File: src/rtl/stream_mux_arb_if.sv
// Handshake bundle for stream_mux_arb: N producer channels in, one registered stream out.
// The slave modport is the arbiter's view; master is the producers/consumer side.
interface stream_mux_arb_if #(
  parameter int N = 4,
  parameter int W = 8
);
  localparam int SW = (N > 1) ? $clog2(N) : 1;

  logic [N-1:0]   in_valid;
  logic [N*W-1:0] in_data;
  logic [N-1:0]   in_ready;
  logic [N-1:0]   ch_en;
  logic           out_valid;
  logic [W-1:0]   out_data;
  logic [SW-1:0]  out_chan;
  logic           out_ready;

  modport master (
    output in_valid, in_data, ch_en, out_ready,
    input  in_ready, out_valid, out_data, out_chan
  );

  modport slave (
    input  in_valid, in_data, ch_en, out_ready,
    output in_ready, out_valid, out_data, out_chan
  );
endinterface

File: src/rtl/stream_mux_arb.sv
// N-to-1 stream arbiter (fixed-priority or round-robin) with a single registered
// output stage that can drain and refill in the same cycle.
module stream_mux_arb #(
  parameter int N    = 4,
  parameter int W    = 8,
  parameter int MODE = 1
) (
  input logic            clk,
  input logic            rst_n,
  stream_mux_arb_if.slave bus
);
  localparam int SW = (N > 1) ? $clog2(N) : 1;

  logic          out_valid_q, out_valid_d;
  logic [W-1:0]  out_data_q,  out_data_d;
  logic [SW-1:0] out_chan_q,  out_chan_d;
  logic [SW-1:0] ptr_q,       ptr_d;

  logic [N-1:0]  req;
  logic [N-1:0]  gnt_oh;
  logic [SW-1:0] gnt_idx;
  logic [W-1:0]  gnt_data;
  logic          found;
  logic          load;
  logic          xfer;

  always_comb begin
    // NOTE: every variable gets a default before any branch so no latch is inferred.
    req      = bus.in_valid & bus.ch_en;
    load     = ~out_valid_q | bus.out_ready;
    found    = 1'b0;
    gnt_idx  = '0;
    gnt_data = '0;
    gnt_oh   = '0;

    if (MODE == 0) begin
      for (int i = 0; i < N; i++) begin
        if (!found && req[i]) begin
          found     = 1'b1;
          gnt_idx   = SW'(i);
          gnt_data  = bus.in_data[i*W +: W];
          gnt_oh[i] = 1'b1;
        end
      end
    end else begin
      // Round-robin as two passes: channels above the pointer first, then wrap to 0..ptr.
      for (int i = 0; i < N; i++) begin
        if (!found && req[i] && (i > int'(ptr_q))) begin
          found     = 1'b1;
          gnt_idx   = SW'(i);
          gnt_data  = bus.in_data[i*W +: W];
          gnt_oh[i] = 1'b1;
        end
      end
      for (int i = 0; i < N; i++) begin
        if (!found && req[i] && (i <= int'(ptr_q))) begin
          found     = 1'b1;
          gnt_idx   = SW'(i);
          gnt_data  = bus.in_data[i*W +: W];
          gnt_oh[i] = 1'b1;
        end
      end
    end

    xfer        = load & found;
    out_valid_d = load ? found : out_valid_q;
    out_data_d  = xfer ? gnt_data : out_data_q;
    out_chan_d  = xfer ? gnt_idx : out_chan_q;
    ptr_d       = ((MODE != 0) && xfer) ? gnt_idx : ptr_q;
  end

  always_ff @(posedge clk or negedge rst_n) begin
    // NOTE: sequential state uses non-blocking assignments so all flops update together.
    if (!rst_n) begin
      out_valid_q <= 1'b0;
      out_data_q  <= '0;
      out_chan_q  <= '0;
      ptr_q       <= SW'(N - 1);
    end else begin
      out_valid_q <= out_valid_d;
      out_data_q  <= out_data_d;
      out_chan_q  <= out_chan_d;
      ptr_q       <= ptr_d;
    end
  end

  assign bus.in_ready  = load ? gnt_oh : '0;
  assign bus.out_valid = out_valid_q;
  assign bus.out_data  = out_data_q;
  assign bus.out_chan  = out_chan_q;
endmodule

File: src/flat_wrapper.sv
// flat-port wrapper written by rule: the top's interface ports become plain ports
module stream_mux_arb_flat 
#(
  parameter int N    = 4,
  parameter int W    = 8,
  parameter int MODE = 1
)
  (clk, rst_n, bus_in_valid, bus_in_data, bus_ch_en, bus_out_ready, bus_in_ready, bus_out_valid, bus_out_data, bus_out_chan);
  stream_mux_arb_if #(.N(N), .W(W)) bus_i ();
  input logic clk;
  input logic rst_n;
  input wire logic [$bits(bus_i.in_valid)-1:0] bus_in_valid;
  input wire logic [$bits(bus_i.in_data)-1:0] bus_in_data;
  input wire logic [$bits(bus_i.ch_en)-1:0] bus_ch_en;
  input wire logic [$bits(bus_i.out_ready)-1:0] bus_out_ready;
  output wire logic [$bits(bus_i.in_ready)-1:0] bus_in_ready;
  output wire logic [$bits(bus_i.out_valid)-1:0] bus_out_valid;
  output wire logic [$bits(bus_i.out_data)-1:0] bus_out_data;
  output wire logic [$bits(bus_i.out_chan)-1:0] bus_out_chan;
  assign bus_i.in_valid = bus_in_valid;
  assign bus_i.in_data = bus_in_data;
  assign bus_i.ch_en = bus_ch_en;
  assign bus_i.out_ready = bus_out_ready;
  assign bus_in_ready = bus_i.in_ready;
  assign bus_out_valid = bus_i.out_valid;
  assign bus_out_data = bus_i.out_data;
  assign bus_out_chan = bus_i.out_chan;
  stream_mux_arb #(.N(N), .W(W), .MODE(MODE)) u_core (.clk(clk), .rst_n(rst_n), .bus(bus_i));
endmodule
File: config.mk
export PLATFORM = sky130hd
export DESIGN_NAME = stream_mux_arb_flat
export DESIGN_NICKNAME = d
export VERILOG_FILES = /design/src/rtl/stream_mux_arb_if.sv /design/src/rtl/stream_mux_arb.sv /design/src/flat_wrapper.sv
export SDC_FILE = /design/constraint.sdc
export NUM_CORES = 1
export LEC_CHECK = 0
export BUFFER_PORTS_ARGS = -buffer_cell sky130_fd_sc_hd__buf_4
export CAP_MARGIN = 10
export CORE_ASPECT_RATIO = 0.75
export CORE_MARGIN = 2
export CORE_UTILIZATION = 35
export DETAILED_ROUTE_END_ITERATION = 7
export GPL_ROUTABILITY_DRIVEN = 1
export HOLD_SLACK_MARGIN = 0.12
export PLACE_DENSITY = 0.71
export SYNTH_ARGS = -nofsm -noshare
export SYNTH_HDL_FRONTEND = slang
export SYNTH_SLANG_ARGS = --single-unit
File: constraint.sdc
create_clock -name clk -period 3.5 [get_ports clk]
set_input_delay 0.175 -clock clk [delete_from_list [all_inputs] [get_ports clk]]
set_output_delay 0.175 -clock clk [all_outputs]
set_load 0.02 [all_outputs]
==> flow_metrics.py <==
metrics = {
    "clock_network": {
        "insertion_delay_ps": 240,
        "clk_pin_slew_worst_paths_ps": 60,
        "cts_setup_buffers": 0,
        "cts_sinks": 13,
        "cts_resized": 0,
        "clock_path_buffers": 2,
        "hold_buffers": 1,
        "cts_tree": "yes",
        "htreeDepth": 1,
        "cts_made_buffers": 3,
        "clock-root-buffer": "clkbuf_8",
    },
    "placed_design": {
        "dpl-instance-area_sq_um": 1610,
        "gp_congestion": 0.949,
        "placed_cells": 241,
        "dpl.hpwl_um": 3030,
        "dp_slack_ps": 1400,
        "numPortBuffers": 57,
    },
    "cells_and_area": {
        "seqCellArea_sq_um": 328,
        "fin_util_pct": 51.2,
        "syn_to_final_growth_pct": 41.6,
        "multiInputGateArea_sq_um": 781,
        "final_cells": 246,
        "nFillCells": 337,
        "fin_area_sq_um": 1660,
        "drive_gt1_share_pct": 35.0,
        "antenna_cells": 0,
        "final_nets": 250,
    },
    "logic_synthesis": {
        "syn_area_sq_um": 1170,
        "synth_ff_type": "dfrtp_1",
        "async_flop_share_pct": 100,
        "synthesis.instances": 154,
        "ys_types": 42,
        "ys_warn_count": 0,
        "syn_avg_cell_area_sq_um": 7.62,
        "synth_enable_flop_cells": 0,
        "synth_seq_area_share_pct": 27.9,
        "synth_nets": 197,
        "ys_ff_latch": 13,
    },
    "sta": {
        "period_needed_ps": 2380,
        "fin_tns_setup_ps": 0,
        "finalWorstSetupSlack_ps": 1120,
        "fmax_mhz": 420,
        "post-route-period-util_pct": 67.9,
        "hold_viol": 0,
        "slew_viol_final": 0,
        "slew_headroom_pct": 56.5,
        "hold_slack_ps": 261,
        "finalClockSkew_ps": 0.989,
        "setup_violations": 0,
        "grt_setup_unrepaired": "no",
        "tightest_slew_ps": 649,
    },
    "route": {
        "wl_per_cell_um": 16.5,
        "drtIter0Drc": 114,
        "dr_total_vias": 1485,
        "dr.pass1.iters": 4,
        "drcViolationCount": 0,
        "wirelength_um": 4060,
        "vias_per_cell": 6.04,
        "ant_nets": 0,
    },
    "grt": {
        "grt_max_degree": 17,
        "track_usage_pct": 21.4,
        "grt_first_pass_wirelength_um": 6420,
        "grt_pass1_vias": 1337,
        "antenna_found_initial": 0,
        "grt_overflow_total": 0,
    },
    "critical_path": {
        "end_kind": "output pin",
        "cp_max_fo": 12,
        "crit_type": "reg2out",
        "arrival_ps": 2200,
        "worst_setup_path_start_kind": "flip-flop",
        "crit_required_ps": 3320,
    },
    "power_and_ir_drop": {
        "finalPower_mw": 0.749,
        "p_leak_nw": 0.731,
        "ir_drop_uv": 276,
        "power.density_nw_per_um2": 451,
    },
    "die": {
        "ios": 58,
        "initial_core_util_pct": 36.2,
        "die_x_um": 70.9,
        "chipHeight_um": 54.2,
        "core_sq_um": 3240,
        "die_area_sq_um": 3840,
        "rows": 18,
    },
    "outcome": {
        "status": "complete, no violations",
    },
    "job": {
        "cap_violations": 0,
    },
    "hold_path": {
        "min_path_type": "in2reg",
    },
}
==> logic make-up (layout without fill, tap and decap cells) <==
logic type / after synthesis / after routing / synth area share [%]
buf+inv: 13 / 65 / 5.54
simple gates: 60 / 60 / 25.7
flops: 13 / 13 / 27.9
compound gates: 68 / 68 / 40.8
==> critical path, stage by stage, from the launching register on <==
cell	delay, ps
dfstp_2	620
and2_1	420
nor2_1	160
o31a_1	460
nor2_1	140
buf_4	150
==> layout by cell type (no fill, tap or decap), types with 2 or more instances in the layout <==
cell	count
dfstp_2	2
and2_1	2
nand2_1	14
a31oi_1	7
clkbuf_8	3
nand3_1	10
o221ai_1	7
o2bb2ai_1	6
o21ai_0	8
nor3_1	8
o22ai_1	16
or3_1	2
dfrtp_1	11
nor2_1	14
a21o_1	2
buf_4	59
o211ai_1	3
a21oi_1	8
==> registers in the layout (all words and copies together) (netlist names) <==
| name | flops |
|---|---|
| u_core.bus.out_data | 8 |
| u_core.bus.out_chan | 2 |
| u_core.ptr_q | 2 |
| u_core.bus.out_valid | 1 |
==> path summary, 6_finish.rpt <==
path | start | to | slack [ps] | depth (start not counted)
worst max-delay path | u_core.ptr_q[1]$_DFFE_PN1P_ | bus_in_ready[1] | 1120 | 5
worst min-delay path | bus_in_data[10] | u_core.bus.out_data[2]$_DFFE_PN0P_ | 260 | 3
worst max register to register | u_core.ptr_q[1]$_DFFE_PN1P_ | u_core.ptr_q[0]$_DFFE_PN1P_ | 1330 | 5
worst min register to register | u_core.bus.out_chan[1]$_DFFE_PN0P_ | u_core.bus.out_chan[1]$_DFFE_PN0P_ | 490 | 1
max in group asynchronous | rst_n | u_core.ptr_q[1]$_DFFE_PN1P_ | 2950 | 2
min in group asynchronous | rst_n | u_core.bus.out_data[0]$_DFFE_PN0P_ | 320 | 2
==> where the power goes <==
group          switching, mW  internal [mW]
Clock                 0.0561         0.0787
Combinational          0.204          0.167
Sequential            0.0423          0.200
Total                  0.303          0.446
==> per-layer routing <==
layer,vias up,wire [um],global-route usage (%)
li1,717,-,-
met5,-,0,0
met1,687,1780,29.6
met2,79,1840,35.2
met3,2,434,5.06
met4,0,11,3.14
==> synthesized netlist by cell type (all sizes together), types with 3 or more instances <==
cell type   n  area share (%)
o22ai      16             8.5
nand2      14             4.5
nor2       14             4.5
dfrtp      11              23
nand3      11             5.1
o21ai       9             4.2
a21oi       8             3.4
nor3        8             3.4
a31oi       7             3.7
buf         7             3.5
o221ai      7             5.2
o2bb2ai     6             4.5
clkbuf      5             1.7
a21o        3             2.0
and2        3             1.7
o211ai      3             1.9
==> final cells by class <==
type / count / area share (%)
Timing Repair Buffer: 60 / 27.3
Sequential cell: 13 / 19.7
Tap cell: 40 / 3.01
Inverter: 1 / 0.226
Clock inverter: 1 / 0.301
Multi-Input combinational cell: 128 / 47.0
Clock buffer: 3 / 2.48
(Power assumes the default switching activity.)
